**src/rtl/int_ctrl.sv**
```systemverilog
// Interrupt controller: synchronises NUM_SRC request lines, latches rising edges into a
// pending register gated by a mask, and drives one level request to the CPU. INTC_AUTO_ACK_EN adds read-acknowledge.
module int_ctrl #(
    parameter int          NUM_SRC  = 8,
    parameter logic [7:0]  MASK_ID  = 8'hF0,
    parameter logic [7:0]  PEND_ID  = 8'hF1,
    parameter logic [7:0]  IDX_ID   = 8'hF2,
    parameter logic [7:0]  MASK_RST = 8'h00
) (
    input  logic               clk,
    input  logic               rst,
    input  logic [NUM_SRC-1:0] src_in,
    input  logic [7:0]         port_id,
    input  logic [7:0]         out_port,
    input  logic               io_strb,
`ifdef INTC_AUTO_ACK_EN
    input  logic               io_rd_strb,
`endif
    output logic [7:0]         rd_data,
    output logic               rd_hit,
    output logic               irq_out
);

    localparam logic [NUM_SRC-1:0] MASK_RST_V = MASK_RST[NUM_SRC-1:0];

    logic [NUM_SRC-1:0] r_sync1;
    logic [NUM_SRC-1:0] r_sync2;
    logic [NUM_SRC-1:0] r_hist;
    logic [NUM_SRC-1:0] r_pend;
    logic [NUM_SRC-1:0] r_mask;
    logic               r_irq;

    logic [NUM_SRC-1:0] w_edge;
    logic [NUM_SRC-1:0] w_act;
    logic [NUM_SRC-1:0] w_clr;
    logic [NUM_SRC-1:0] w_ack_vec;
    logic               w_any;
    logic [2:0]         w_idx;
    logic               w_wr_mask;
    logic               w_wr_pend;

    assign w_edge    = r_sync2 & ~r_hist;
    assign w_act     = r_pend & r_mask;
    assign w_any     = |w_act;
    assign w_wr_mask = io_strb && (port_id == MASK_ID);
    assign w_wr_pend = io_strb && (port_id == PEND_ID);

    // Source 0 has highest priority: scan downward so the lowest set bit wins.
    always_comb begin
        w_idx = 3'd0;
        for (int i = NUM_SRC - 1; i >= 0; i--) begin
            if (w_act[i]) begin
                w_idx = 3'(i);
            end
        end
    end

`ifdef INTC_AUTO_ACK_EN
    logic w_ack;
    assign w_ack = io_rd_strb && (port_id == IDX_ID) && w_any;
    always_comb begin
        w_ack_vec = '0;
        for (int i = 0; i < NUM_SRC; i++) begin
            w_ack_vec[i] = w_ack && (w_idx == 3'(i));
        end
    end
`else
    assign w_ack_vec = '0;
`endif

    assign w_clr = (w_wr_pend ? out_port[NUM_SRC-1:0] : '0) | w_ack_vec;

    always_ff @(posedge clk or negedge rst) begin
        if (!rst) begin
            r_sync1 <= '0;
            r_sync2 <= '0;
            r_hist  <= '0;
        end else begin
            r_sync1 <= src_in;
            r_sync2 <= r_sync1;
            r_hist  <= r_sync2;
        end
    end

    // Edge is OR-ed in after the clear so a simultaneous set always survives.
    always_ff @(posedge clk or negedge rst) begin
        if (!rst) begin
            r_pend <= '0;
        end else begin
            r_pend <= (r_pend & ~w_clr) | w_edge;
        end
    end

    always_ff @(posedge clk or negedge rst) begin
        if (!rst) begin
            r_mask <= MASK_RST_V;
        end else if (w_wr_mask) begin
            r_mask <= out_port[NUM_SRC-1:0];
        end
    end

    always_ff @(posedge clk or negedge rst) begin
        if (!rst) begin
            r_irq <= 1'b0;
        end else begin
            r_irq <= w_any;
        end
    end

    assign irq_out = r_irq;

    always_comb begin
        rd_data = 8'h00;
        rd_hit  = 1'b0;
        if (port_id == MASK_ID) begin
            rd_data = 8'(r_mask);
            rd_hit  = 1'b1;
        end else if (port_id == PEND_ID) begin
            rd_data = 8'(r_pend);
            rd_hit  = 1'b1;
        end else if (port_id == IDX_ID) begin
            rd_data = {w_any, 4'b0000, w_idx};
            rd_hit  = 1'b1;
        end
    end

endmodule
```
**config.mk**
```make
export PLATFORM = sky130hd
export DESIGN_NAME = int_ctrl
export DESIGN_NICKNAME = d
export VERILOG_FILES = /design/src/rtl/int_ctrl.sv
export SDC_FILE = /design/constraint.sdc
export NUM_CORES = 1
export LEC_CHECK = 0
export ABC_AREA = 0
export ABC_CLOCK_PERIOD_IN_PS = 1400
export BUFFER_PORTS_ARGS = -buffer_cell sky130_fd_sc_hd__buf_2
export CAP_MARGIN = 25
export CELL_PAD_IN_SITES_DETAIL_PLACEMENT = 0
export CELL_PAD_IN_SITES_GLOBAL_PLACEMENT = 1
export CORE_UTILIZATION = 37
export DETAILED_ROUTE_END_ITERATION = 8
export PLACE_DENSITY_LB_ADDON = 0.05
export SETUP_SLACK_MARGIN = 0.5
export SYNTH_ARGS = -nofsm -noshare
export SYNTH_HDL_FRONTEND = slang
export SYNTH_SLANG_ARGS = --single-unit
```
**constraint.sdc**
```tcl
create_clock -name clk -period 1.4 [get_ports clk]
set_clock_uncertainty 0.2 [all_clocks]
set_input_delay 0.14 -clock clk [delete_from_list [all_inputs] [get_ports clk]]
set_output_delay 0.14 -clock clk [all_outputs]
set_load 0.03 [all_outputs]
```
* After elaboration in Yosys (flattened, before gate mapping)
Cells that the tools add are included.
** Word-level totals
- Word-level logic and storage cells :: 33
- Bits in registers :: 41
- Bits of input ports :: 27
- Output and inout port bits :: 10
** Cells by class
- Bitwise operators :: 6
- Mux-type cells :: 15
- Eq/ne operators :: 3
- Reduce and logical (&&, ||, !) cells :: 3
** Operators by type and width (count)
- 2-to-1 mux 8 bit :: 4
- AND 8 bit :: 3
- == test 8 bit, second input constant :: 3
- 2-to-1 mux 3 bit :: 8
- NOT 8 bit :: 2
- bitwise OR 8 bit :: 1
- OR reduction 8 bit :: 1
- 2-to-1 mux 1 bit :: 3
- logical AND 1 bit :: 2

* Logic depth before layout (Yosys ltp)
Gate-level depths: netlist of the first run.
- Word-level depth :: 12
- Mapped depth :: 5
- Depth with buffers taken out :: 4

* Least setup slack after synthesis of the first run
Ideal clock, no wire load.
- Path kind :: reg2out
- From :: register r_pend[5]
- To :: output port rd_data[2]
- Data arrival time :: 1.570 ns
- Slack :: -0.510 ns
- Path buffers :: 0
- Required time :: 1.060 ns
- Cell stages (with the launch flop) :: 5
- Cell sequence :: dfrtp_1 > a22o_1 > and3b_1 > or3_1 > o22ai_1
** Between the ends
- Longest elaborated chain between the ends :: 10
** Ends and longest elaborated chain
- from (decl) :: line 29 : logic [NUM_SRC-1:0] r_pend;
- from (signal assigned) :: line 90 : r_pend <= (r_pend & ~w_clr) | w_edge;
- AND 8 bit :: line 43 : assign w_act = r_pend & r_mask;
- 2-to-1 mux 3 bit (6 in a row) :: line 52 : if (w_act[i]) begin
- 2-to-1 mux 8 bit :: line 121 : end else if (port_id == IDX_ID) begin
- 2-to-1 mux 8 bit :: line 118 : end else if (port_id == PEND_ID) begin
- 2-to-1 mux 8 bit :: line 115 : if (port_id == MASK_ID) begin
- to (decl) :: line 19 : output logic [7:0] rd_data,
Every way passes these cells.

* Worst setup path after layout of the first run
- From :: register r_pend[4]
- To :: output port rd_data[2]
** Between the ends
- Longest elaborated chain between the ends :: 9
** Ends and longest elaborated chain (line)
- AND 8 bit :: 43
- 2-to-1 mux 3 bit (5 in a row) :: 52
- 2-to-1 mux 8 bit :: 121
- 2-to-1 mux 8 bit :: 118
- 2-to-1 mux 8 bit :: 115
Every way passes these cells.

==> flow_summary.ini, run 1 <==
[pwr]
peakVddDrop_mv = 0.781
p_per_area_nw_per_um2 = 909
finalPower_w = 0.00236
power_leakage_nw = 1.21

[clock_tree]
clock_path_buffers = 2
clk-insertion-delay-late_ns = 0.29
cts-root-buf = clkbuf_8
htreeDepth = 2
cts_sinks = 41
numCtsBuffers = 5
clk_pin_slew_ns = 0.08
cts_tree = done
ctsHoldBuffers = 9

[critical_path]
path_depth = 5
endpoint_kind = primary output
critPathKind = reg2out
crit_arrival_ns = 1.62
worst-path-buf-inv = 1
cp_slowest_stage_delay_ns = 0.36
cp_slowest_cell = dfrtp_1
cp.required_ns = 1.06
ff2ff_path_depth = 4
critPathMaxFanout = 2
cp_cell_sequence = a22o_1 -> and3b_1 -> or3_4 -> o22ai_4 -> buf_6
critPathTopFamily = simple AND/OR/NAND/NOR gates
cp-start-kind = register

[global_route]
grt_antenna_before_repair = 0
gr-total-overflow = 0
grt_max_degree = 42
grt_pass1_wl_mm = 5.95
grtUsageTotal = 0.184
grt_pass1_vias = 1312

[synthesis]
syn_avg_cell_area_sq_um = 12.4
synth_area_leader_cell = dfrtp_1
yosysTopAreaCellShare = 0.636
async_flop_share = 1.00
synth.area.top_cells = dfrtp_1 64%, mux2_1 5.6%, a22o_1 4.9%
synth_edf_count = 0
synth_area_sq_um = 1610
synth_ff_type = dfrtp_1
syn_nets = 157
synthCells = 130
ys_types = 27
ys_warn_count = 0
synth_seq_area_share = 0.636
synth_seq_cells = 41

[routing]
postRouteAntennaNets = 0
drt_iter0_markers = 40
drtPass1Iterations = 4
remaining_drc_errors = 0
drt-wirelength-per-cell_um = 14.0
routed_wl_mm = 3.71
dr_total_vias = 1279
viasPerCell = 4.84

[finish]
mostFrequentLayoutCells = 41 x dfrtp_1, 33 x buf_4, 23 x buf_2
final_common_cell = dfrtp_1
area.growth.synth_to_final_pct = 61.0
postLayoutCellArea_sq_um = 2600
diodes = 0
final_util = 0.636
fillCellCount = 334
nNetsFinal = 240
drive_above_1_share = 0.570

[floorplan]
die_area_sq_um = 4630
initial_core_util = 0.395
rows = 23
die_y_um = 68.0
io_pins = 37
core_sq_um = 4090
die_x_um = 68.0

[placed_design]
port_buffers = 36
place_congestion = 0.887
dp_hpwl_mm = 2.67
placed_cell_area_sq_um = 2250

[worst_hold_path]
holdPathStages = 2
hold_path_class = in2reg

[sta]
timing.final.crit_share = 1.40
max_freq_ghz = 0.511
setup_ws_ns = -0.559
fin_crit_ns = 1.96
rsz0062_at_grt = true
hold_viol_final = 16
relSlewSlack = 0.827
whs_ns = -0.102
setup_viol = 8
max_slew.worst_pin.slew_ns = 0.252
slew_viol_final = 0

[status]
outcome = finished with violations
violations = hold timing, setup timing

[run]
cap_violations = 0
-- cell families (layout without fill, tap and decap cells) --
family | Yosys count | after routing | synth area share
AOI/OAI and AO/OA | 21 | 21 | 0.101
and+or+nand+nor | 44 | 44 | 0.150
muxes | 13 | 13 | 0.0868
DFF | 41 | 41 | 0.636
buffers and inverters | 11 | 95 | 0.0271
-- final cells by class --
type	count	area [sq um]	share of cell area
repair buffers	78	608	0.234
clock buffers	5	68.8	0.0265
well taps	50	62.6	0.0241
inverters	9	33.8	0.0130
clock inverters	3	17.5	0.00674
multi-input cells	78	782	0.301
flip-flops and latches	41	1030	0.395
-- per-stage QoR --
stage	hold slack, ns	instances	TNS, ns	worst slack [ns]
finish	-0.102	264	-2.67	-0.559
global route	-0.104	264	-3.05	-0.622
CTS	-0.117	264	-2.71	-0.575
detailed placement	-0.0656	246	-4.69	-0.310
global placement	-0.0743	246	-4.45	-0.294
floorplan	-0.356	130	-0.442	-0.226
-- power breakdown --
part	switching [W]	total (W)	internal, W
registers	0.0000217	0.00126	0.00124
clock network	0.000399	0.000743	0.000344
logic	0.000173	0.000360	0.000188
total	0.000593	0.00236	0.00177
-- worst register-to-register path, stage by stage, from the launching register on --
cell and delay [ns]:
dfrtp_1 0.38, a22o_1 0.23, and3b_1 0.23, buf_4 0.12
nand2_2 0.04
-- sequential cells by signal, indices dropped and copies added (netlist names) --
| name | cells |
|---|---|
| irq_out | 1 |
| r_hist | 8 |
| r_mask | 8 |
| r_pend | 8 |
| r_sync1 | 8 |
| r_sync2 | 8 |
-- final timing paths --
check	from	slack [ns]	to
worst max-delay path	r_pend[4]$_DFF_PN0_	-0.56	rd_data[2]
worst min-delay path	out_port[0]	-0.10	r_mask[0]$_DFFE_PN0P_
worst max register to register	r_pend[5]$_DFF_PN0_	0.09	irq_out$_DFF_PN0_
worst min register to register	r_sync1[4]$_DFF_PN0_	0.15	r_sync2[4]$_DFF_PN0_
max in group asynchronous	rst	0.66	r_pend[5]$_DFF_PN0_
min in group asynchronous	rst	0.14	r_mask[0]$_DFFE_PN0P_
-- what timing repair did --
action	4_1_cts	5_1_grt
hold endpoints to repair	65	16
resized for setup	44	5
setup buffers	1	0
setup endpoints to repair	27	27
pin swaps	11	4
-- routing by layer --
layer | track usage | share of wire | vias to the layer above
li1 | - | - | 622
met3 | 0.0500 | 0.041 | 7
met4 | 0.0859 | 0.018 | 0
met2 | 0.309 | 0.50 | 31
met5 | 0 | 0 | -
met1 | 0.217 | 0.44 | 619
-- cell usage after synthesis, types with 2 or more instances --
cell,instances
a21oi_1,3
a22o_1,9
buf_2,2
dfrtp_1,41
inv_1,9
mux2_1,8
mux2i_1,5
nand2_1,21
nand3_1,4
nand3b_1,2
nor2_1,7
o21ai_0,2
o311a_1,2
or3_1,2
No activity file was read; power rests on OpenSTA's default activity.
==> inputs of run 2 (changes only) <==
Settings changed: REMOVE_ABC_BUFFERS from default to 1.
==> flow_summary.ini, run 2 (synthesized netlist as in run 1, its figures left out) <==
[status]
outcome = finished with violations
violations = hold timing, setup timing

[critical_path]
endpoint_kind = primary output
r2r_slack_ns = -0.07
cp_slowest_cell = or3_1
critPathTopFamily = simple AND/OR/NAND/NOR gates
worst-path-buf-inv = 1
cp_slowest_stage_delay_ns = 0.36
cp_cell_sequence = a22o_1 -> and3b_1 -> or3_1 -> o22ai_2 -> buf_6
critPathKind = reg2out
cp-start-kind = register
crit_arrival_ns = 1.65
critPathMaxFanout = 2
ff2ff_path_depth = 6
critPathLaunch = r_pend[4]$_DFF_PN0_
critical_path.endpoint = rd_data[2]
cp.required_ns = 1.06
reg2reg_from = r_pend[5]$_DFF_PN0_
regToRegEndpoint = irq_out$_DFF_PN0_
path_depth = 5

[sta]
hold_viol_final = 16
max_slew.worst_pin.slew_ns = 0.269
rsz0062_at_grt = true
whs_ns = -0.0818
setup_viol = 9
setup_tns_ns = -2.47
timing.final.crit_share = 1.42
setup_ws_ns = -0.588
fin_crit_ns = 1.99
relSlewSlack = 0.819
max_freq_ghz = 0.503
slew_viol_final = 0

[finish]
diodes = 0
mostFrequentLayoutCells = 41 x dfrtp_1, 26 x buf_4, 24 x buf_2
postLayoutCellArea_sq_um = 2540
drive_above_1_share = 0.535
nNetsFinal = 240
fillCellCount = 336
fin_cells = 263
final_common_cell = dfrtp_1
area.growth.synth_to_final_pct = 57.3

[pwr]
p_per_area_nw_per_um2 = 981
peakVddDrop_mv = 0.704
power_leakage_nw = 1.23

[routing]
postRouteAntennaNets = 0
drt-wirelength-per-cell_um = 13.7
remaining_drc_errors = 0
drt_iter0_markers = 37
routed_wl_mm = 3.59
viasPerCell = 4.86
dr_total_vias = 1278
drtPass1Iterations = 4

[run]
cap_violations = 0

[clock_tree]
clk_pin_slew_ns = 0.07
cts-root-buf = clkbuf_8
clock_path_buffers = 2
clk-insertion-delay-late_ns = 0.28
cts_tree = done
ctsHoldBuffers = 9
numCtsBuffers = 5
htreeDepth = 2
cts_sinks = 41

[floorplan]
die_area_sq_um = 4630
initial_core_util = 0.395
core_sq_um = 4090
io_pins = 37
die_x_um = 68.0
die_y_um = 68.0
rows = 23

[global_route]
grt_util_met2 = 0.298
grt_pass1_wl_mm = 5.69
grt_max_degree = 38
grt_antenna_before_repair = 0
grtUsageTotal = 0.174
busiest_layer = met2
grt_use_met3 = 0.0467
gr-total-overflow = 0
grt_pass1_vias = 1254
met1_usage = 0.214

[placed_design]
port_buffers = 36
place_ws_ns = -0.389
placed_cell_area_sq_um = 2050
place_congestion = 0.850
dp_cells = 240
dp_hpwl_mm = 2.55

[worst_hold_path]
holdPathStages = 2
hold_path_class = in2reg
## run 2: cell types whose count changed in the layout (fill, tap and decap cells not counted), moves of 2 or more
| cell | before | now |
|---|---|---|
| buf_4 | 33 | 26 |
| buf_6 | 12 | 17 |
| mux2i_1 | 1 | 4 |
| mux2i_4 | 4 | 0 |
| nor2_1 | 3 | 5 |
| nor2_2 | 0 | 2 |
| nor2_4 | 5 | 1 |
## run 2: final cells by class
cell class	count	area, sq um	share of cell area
inverter	9	36.3	0.0143
clock buffer	5	68.8	0.0271
multi-input combinational	78	686	0.270
clock inverter	2	35.0	0.0138
timing repair buffer	78	624	0.246
tap	50	62.6	0.0246
sequential	41	1030	0.404
## run 2: stage by stage
stage / power (W) / utilization
after global routing: 0.00260 / 0.621
after CTS: 0.00249 / 0.596
after floorplan: 0.00137 / -
final: 0.00249 / 0.621
after detailed placement: 0.00152 / 0.503
after global placement: 0.00151 / 0.503
## run 2: worst min path at each step
stage | startpoint | end | slack [ns]
floorplan | rst | irq_out$_DFF_PN0_ | -0.36
global placement | rst | r_hist[0]$_DFF_PN0_ | -0.24
detailed placement | rst | r_pend[0]$_DFF_PN0_ | -0.23
CTS | out_port[0] | r_mask[0]$_DFFE_PN0P_ | -0.10
global route | out_port[7] | r_mask[7]$_DFFE_PN0P_ | -0.09
finish | out_port[7] | r_mask[7]$_DFFE_PN0P_ | -0.08
## run 2: timing repair
item,in CTS,in global routing
endpoints found under the hold margin,65,16
pin swaps,17,4
buffers inserted,3,4
gates resized for setup,46,20
endpoints found under the setup margin,27,27
## run 2: report_power, final
group          total [W]  internal (W)  switching, W
Clock           0.000883      0.000518      0.000365
Sequential       0.00126       0.00124     0.0000227
Combinational   0.000347      0.000186      0.000161
Total            0.00249       0.00194      0.000549
## run 2: metal layers
metal / vias up / wire length (um)
li1: 623 / -
met1: 616 / 1560
met2: 37 / 1840
met3: 2 / 175
met4: 0 / 19
met5: - / 0
## run 2: worst register-to-register path, delay by kind of cell, from the launching register on
family          cells  cell delay (ns)
compound gates      1             0.24
simple gates        2             0.25
buf+inv             3             0.28
flops               1             0.38
